`src/rtl/fu_rr_arbiter.sv`:
```
// fu_rr_arbiter
//   Round-robin arbiter sharing one functional-unit issue port among N
//   reservation-station requesters. The grant is registered and one-hot, and
//   drives the FU input mux select directly. A rotating priority pointer
//   guarantees starvation-free service.
//
// Parameters
//   N      number of requesters (power of two, 2..16)
//   PTR_W  width of the priority pointer / grant index
//
// Ports
//   clock      system clock, rising edge
//   reset      synchronous active-low reset
//   req        per-requester level request
//   fu_ready   FU accepts the granted operation this cycle
//   gnt        registered one-hot grant, all-zero when idle
//   gnt_valid  grant present (== |gnt)
//   gnt_idx    binary index of the granted requester, 0 when idle
//   busy       arbiter holds a grant
//   stall_cnt  saturating count of granted cycles without fu_ready
//              (only when FU_ARB_STALL_CNT_EN is defined)
module fu_rr_arbiter #(
    parameter int unsigned N     = 16,
    parameter int unsigned PTR_W = $clog2(N)
) (
    input  logic             clock,
    input  logic             reset,
    input  logic [N-1:0]     req,
    input  logic             fu_ready,
    output logic [N-1:0]     gnt,
    output logic             gnt_valid,
    output logic [PTR_W-1:0] gnt_idx,
    output logic             busy
`ifdef FU_ARB_STALL_CNT_EN
    ,
    output logic [15:0]      stall_cnt
`endif
);

    typedef enum logic {
        IDLE,
        GRANT
    } state_t;

    state_t           state, state_n;
    logic [N-1:0]     gnt_n;
    logic [PTR_W-1:0] gnt_idx_n;
    logic [PTR_W-1:0] ptr, ptr_n;

    logic [PTR_W-1:0] sel_ptr;
    logic [N-1:0]     sel_req;
    logic [PTR_W-1:0] idx_try;
    logic [PTR_W-1:0] win_idx;
    logic             win_found;

    // In GRANT the winner is only used on a handshake, so search from the
    // post-handshake pointer and exclude the requester being served; this
    // gives back-to-back grants without a bubble.
    always_comb begin
        sel_ptr   = (state == GRANT) ? gnt_idx + PTR_W'(1) : ptr;
        sel_req   = (state == GRANT) ? (req & ~gnt) : req;
        idx_try   = '0;
        win_idx   = '0;
        win_found = 1'b0;
        for (int unsigned i = 0; i < N; i++) begin
            // PTR_W-bit addition wraps mod N since N is a power of two
            idx_try = sel_ptr + PTR_W'(i);
            if (!win_found && sel_req[idx_try]) begin
                win_found = 1'b1;
                win_idx   = idx_try;
            end
        end
    end

    always_comb begin
        state_n   = state;
        gnt_n     = gnt;
        gnt_idx_n = gnt_idx;
        ptr_n     = ptr;
        unique case (state)
            IDLE: begin
                if (win_found) begin
                    gnt_n          = '0;
                    gnt_n[win_idx] = 1'b1;
                    gnt_idx_n      = win_idx;
                    state_n        = GRANT;
                end
            end
            GRANT: begin
                if (fu_ready) begin
                    ptr_n = gnt_idx + PTR_W'(1);
                    if (win_found) begin
                        gnt_n          = '0;
                        gnt_n[win_idx] = 1'b1;
                        gnt_idx_n      = win_idx;
                    end else begin
                        gnt_n     = '0;
                        gnt_idx_n = '0;
                        state_n   = IDLE;
                    end
                end else if (!req[gnt_idx]) begin
                    // Withdrawal: drop the grant, keep the pointer
                    gnt_n     = '0;
                    gnt_idx_n = '0;
                    state_n   = IDLE;
                end
            end
            default: begin
                state_n = IDLE;
            end
        endcase
    end

    always_ff @(posedge clock) begin
        if (!reset) begin
            state   <= IDLE;
            gnt     <= '0;
            gnt_idx <= '0;
            ptr     <= '0;
        end else begin
            state   <= state_n;
            gnt     <= gnt_n;
            gnt_idx <= gnt_idx_n;
            ptr     <= ptr_n;
        end
    end

    assign busy      = (state == GRANT);
    assign gnt_valid = (state == GRANT);

`ifdef FU_ARB_STALL_CNT_EN
    always_ff @(posedge clock) begin
        if (!reset) begin
            stall_cnt <= '0;
        end else if (state == GRANT && !fu_ready && stall_cnt != '1) begin
            stall_cnt <= stall_cnt + 16'd1;
        end
    end
`endif

endmodule
```
`config.mk`:
```
export PLATFORM = sky130hd
export DESIGN_NAME = fu_rr_arbiter
export DESIGN_NICKNAME = d
export VERILOG_FILES = /design/src/rtl/fu_rr_arbiter.sv
export SDC_FILE = /design/constraint.sdc
export NUM_CORES = 1
export LEC_CHECK = 0
export BUFFER_PORTS_ARGS = -buffer_cell sky130_fd_sc_hd__buf_4
export CORE_ASPECT_RATIO = 0.5
export CORE_MARGIN = 4
export CORE_UTILIZATION = 55
export DETAILED_ROUTE_END_ITERATION = 10
export PLACE_DENSITY = 0.75
export SYNTH_ARGS = -nofsm -noshare
export SYNTH_HDL_FRONTEND = slang
export SYNTH_SLANG_ARGS = --single-unit
```
`constraint.sdc`:
```
create_clock -name clock -period 6.3 [get_ports clock]
set_input_delay 0.63 -clock clock [delete_from_list [all_inputs] [get_ports clock]]
set_output_delay 0.63 -clock clock [all_outputs]
set_load 0.01 [all_outputs]
```
# Yosys cells after proc, flatten, opt, wreduce, memory -nomap -nowiden
# Index checks and enable logic that the tools add are counted.
[totals] reg_bits=25 inputBits=19 output_inout_bits=22
[op_classes] add_sub_neg=16 magnitude_cmp=19 eq_ne=2 n_mux=84 bitwise=3 n_reduce_logical=33
[ops] operator="4-bit by 5-bit < comparator with 1-bit output, second input constant" count=18
[ops] operator="4-bit 2-to-1 mux" count=21
[ops] operator="16-bit 2-to-1 mux" count=5
[ops] operator="1-bit binary-select mux with 4-bit select" count=17
[ops] operator="1-bit 2-to-1 mux" count=37
[ops] operator="4-bit adder, second input constant" count=8
[ops] operator="16-bit one-hot mux with 2 select lines" count=1
[ops] operator="4-bit by 3-bit adder with 4-bit output, second input constant" count=4
[ops] operator="16-bit AND" count=1
[ops] operator="1-bit logical AND" count=16
[ops] operator="16-bit inverter" count=1
[ops] operator="1-bit logical NOT" count=15
[ops] operator="4-bit by 1-bit adder with 4-bit output, second input constant" count=2
[ops] operator="4-bit by 2-bit adder with 4-bit output, second input constant" count=2
[ops] operator="4-bit one-hot mux with 2 select lines" count=1
[ops] operator="1-bit demux with 4-bit select" count=1
[ops] operator="4-bit by 1-bit >= comparator with 1-bit output, second input constant" count=1
[ops] operator="2-bit AND reduction" count=2
[ops] operator="3-bit inequality test, second input constant" count=1
[ops] operator="2-bit inequality test, second input constant" count=1
[ops] operator="1-bit one-hot mux with 2 select lines" count=1
[ops] operator="1-bit inverter" count=1

# Depth between registers and ports, before layout
[depth] ltp_word=58 ltp_mapped=20 mapped_depth_nobuf=15

# Worst setup path before layout
# No wires, ideal clock.
[synth_timing] path_kind="register -> register" startpoint="register gnt_idx[1]" endpoint="register gnt[15]" setup_ps=117 arrival_ps=4412 required_ps=6183 path_slack_ps=1771 path_stages_with_launch=16 n_path_buf=3 synth_period_minus_slack_ps=4529 path_cell_list="dfxtp_1 ha_1 mux2i_2 buf_2 ha_1 buf_1 clkbuf_1 mux4_2 mux4_2 nor4_4 o211ai_1 a41oi_1 a41oi_1 o21ai_2 nor2_1 a32o_1"
[synth_between] elab_chain_len=57
[synth_rtl] item="start, declared" line="32" source="output logic [PTR_W-1:0] gnt_idx,"
[synth_rtl] item="start signal, assigned" line="123" source="gnt_idx <= gnt_idx_n;"
[synth_rtl] item="parallel branches: the longest is 57 deep, another holds 4-bit by 1-bit adder with 4-bit output"
[synth_rtl] item="end signal, assigned" line="122" source="gnt <= gnt_n;"
[synth_rtl] item="end, declared" line="30" source="output logic [N-1:0] gnt,"
# Several ways; the timed one is not identified. The select of a mux whose other input is x is not followed.
# A chain may end at the register's enable or synchronous reset.

# Worst setup path after layout
[layout_timing] startpoint="register gnt_idx[0]" endpoint="register gnt[8]"
# Same word-level chain as after synthesis.

==> run_results.csv <==
group,metric,value,unit
outcome,status,"finished clean",
global_route,grt_max_degree,22,
timing,min_period,5420,ps
setup_path,worstSetupEndpointType,"register",
clock_tree,h-tree-depth,1,
global_route,grt_pass1_wl,20.1,mm
setup_path,path_class,"reg2reg",
power_and_ir_drop,p_per_area,606,nW/µm²
timing,fin_setup_tns,0,ps
synthesis,synth_fp_nets,441,
clock_tree,clk_latency,260,ps
route,vias,3852,
synthesis,ys_seq_elements,25,
setup_path,ff2ff_setup_slack,880,ps
setup_path,crit_path_start_kind,"register",
timing,slew_viol_final,0,
timing,fmax,185,MHz
clock_tree,clock-sinks,25,
synthesis,yosys_most_used_dff,"dfxtp_1",
clock_tree,path_clk_slew,60,ps
synthesis,synth_cell_types,72,
final_layout,fillers,536,
worst_hold_path,min_delay_path_depth,2,
worst_hold_path,min_to,"ptr[1]$_SDFFE_PN0P_",
power_and_ir_drop,p_leak,0.00161,µW
clock_tree,clock_tree.root_cell,"clkbuf_16",
floorplan,die_x,125,µm
floorplan,die_y,66.5,µm
floorplan,io-pin-count,41,
synthesis,synthesis.area,3760,µm²
global_route,first_global_vias,3616,
timing,worst_slew_pin_slew,827,ps
global_route,gr-total-overflow,0,
setup_path,reg2reg_depth,14,
clock_tree,ctsHoldBuffers,0,
setup_path,path_max_fanout,20,
power_and_ir_drop,power.total,2520,µW
final_layout,synthToLayoutAreaGrowth,10.7,%
clock_tree,post_cts_resized,0,
timing,setup_violations,0,
timing,fin_worst_skew,2.63,ps
global_route,antenna_found_initial,0,
floorplan,fp.coreArea,6330,µm²
floorplan,start_util,59.4,%
final_layout,mostFrequentLayoutCell,"buf_4",
setup_path,startpoint,"gnt_idx[0]$_SDFFE_PN0P_",
final_layout,final_cell_mix,"buf_4 (48), mux4_2 (28), nand2_1 (27), dfxtp_1 (25), nor2_1 (24)",
synthesis,synth_edf_count,0,
power_and_ir_drop,irDropWorstVdd,0.318,mV
synthesis,ys_seq_area_share,13.3,%
synthesis,synthArstFlopShare,0,%
synthesis,avgSynthCellArea,9.09,µm²
clock_tree,cts_buffer_depth,2,
clock_tree,cts_tree,"built",
placement,gp_congestion,1.06,
route,drc,0,
clock_tree,cts_setup_buffers,0,
route,drtIter0Drc,523,
final_layout,diodes,0,
worst_hold_path,hold_path_class,"reg2reg",
route,first_pass_iters,5,
timing,rsz0062_at_grt,"false",
route,ant_nets,0,
floorplan,rows,20,
clock_tree,cts_buffers,3,
setup_path,worst_r2r_endpoint,"gnt[8]$_SDFFE_PN0P_",
route,wl_per_cell,24.1,µm
final_layout,fin_nets,470,
floorplan,dieArea,8310,µm²
job,cap_violations,0,
placement,io_buffers,40,
setup_path,crit_arrival,5620,ps
setup_path,r2r-start,"gnt_idx[0]$_SDFFE_PN0P_",
route,wl,12.8,mm
timing,max_slew_margin,44.4,%
final_layout,drive_gt1_share,26.5,%
setup_path,required,6510,ps
timing,period_share,86.0,%
route,vias_per_cell,7.27,
synthesis,ys_warn_count,0,
synthesis,postSynthCellCount,414,
global_route,grt.total_usage,30.5,%
timing,hold_viol,0,
placement,dpl.hpwl,9.88,mm
worst_hold_path,hp-start,"ptr[1]$_SDFFE_PN0P_",
-- power by group --
group	internal, µW	total, µW	switching [µW]	leakage [µW]
clock network	85.7	143	57.5	0.0000409
registers	202	262	60.1	0.000204
logic	819	2120	1300	0.00136
-- cells in the mapped netlist (6+ instances only) --
library cell,instances,area (µm²)
mux2_2,10,113
nand3_1,8,40.0
nand2_1,27,101
buf_2,7,35.0
a22o_1,12,105
inv_1,11,41.3
a22oi_1,7,52.6
and3_1,7,43.8
dfxtp_1,25,500
a211oi_1,11,82.6
mux2i_1,23,230
xnor2_1,13,114
nor2_1,24,90.1
clkbuf_1,6,22.5
a21oi_1,23,115
mux4_2,28,631
and2_1,8,50.1
nor3_1,9,45.0
ha_1,8,100
a21boi_0,19,143
o211ai_1,7,52.6
a32o_1,6,60.1
o21ai_0,19,95.1
-- worst max-delay path: stages, from the launching register on --
cell and delay, ps:
dfxtp_1 710, ha_1 260, xnor2_1 140, a21o_1 410, inv_2 260, ha_1 320, xnor2_1 470, mux4_2 710
nor3_4 270, and4_1 420, and3_4 300, nand3b_4 120, o21ai_4 200, and2_1 500, a22o_1 240
-- stage by stage --
stage,hold WS (ps),util [%],setup slack (ps),std cells,instance area (µm²)
floorplan,455,-,1770,414,3760
global placement,469,64.5,1040,526,4090
detailed placement,470,64.5,946,526,4090
CTS,496,65.8,907,530,4170
global route,536,65.8,485,530,4170
finish,499,65.8,884,530,4170
-- metal layers --
metal  up-vias  wire [µm]  track usage, %
met5         -          0               0
met4         0        240            8.65
met3        31       1560            3.36
met2       303       5600            48.8
met1      1820       5350            44.1
li1       1698          -               -
-- flip-flops by register name, summed over array words and instances (netlist names) --
signal and cells:
gnt 16, gnt_idx 4, busy 1, ptr 4
-- area by class of cell --
class                   instances  area [µm²]  area share, %
clock inverters                 1        5.00          0.120
multi-input cells             351        3060           73.4
repair buffers                 48         360           8.65
well taps                      88         110           2.64
flip-flops and latches         25         500           12.0
inverters                      14        55.1           1.32
clock buffers                   3        75.1           1.80
-- worst max path at each step --
stage	cells after the start	end	slack [ps]
6_report	14	gnt[8]$_SDFFE_PN0P_	880
5_1_grt	14	gnt[8]$_SDFFE_PN0P_	480
4_1_cts	14	gnt[8]$_SDFFE_PN0P_	910
3_5_place_dp	14	gnt[8]$_SDFFE_PN0P_	950
3_3_place_gp	14	gnt[11]$_SDFFE_PN0P_	1040
2_1_floorplan	15	gnt[15]$_SDFFE_PN0P_	1770
-- cell families after synthesis --
family | after synthesis | synth area share, %
AOI/OAI and AO/OA | 147 | 28.5
DFF | 25 | 13.3
xor gates and xnor gates | 14 | 3.26
adders and majority gates | 8 | 2.66
buffers and inverters | 38 | 5.39
and+or+nand+nor | 115 | 18.6
muxes | 67 | 28.3
Power figures use the tool's default switching activity.
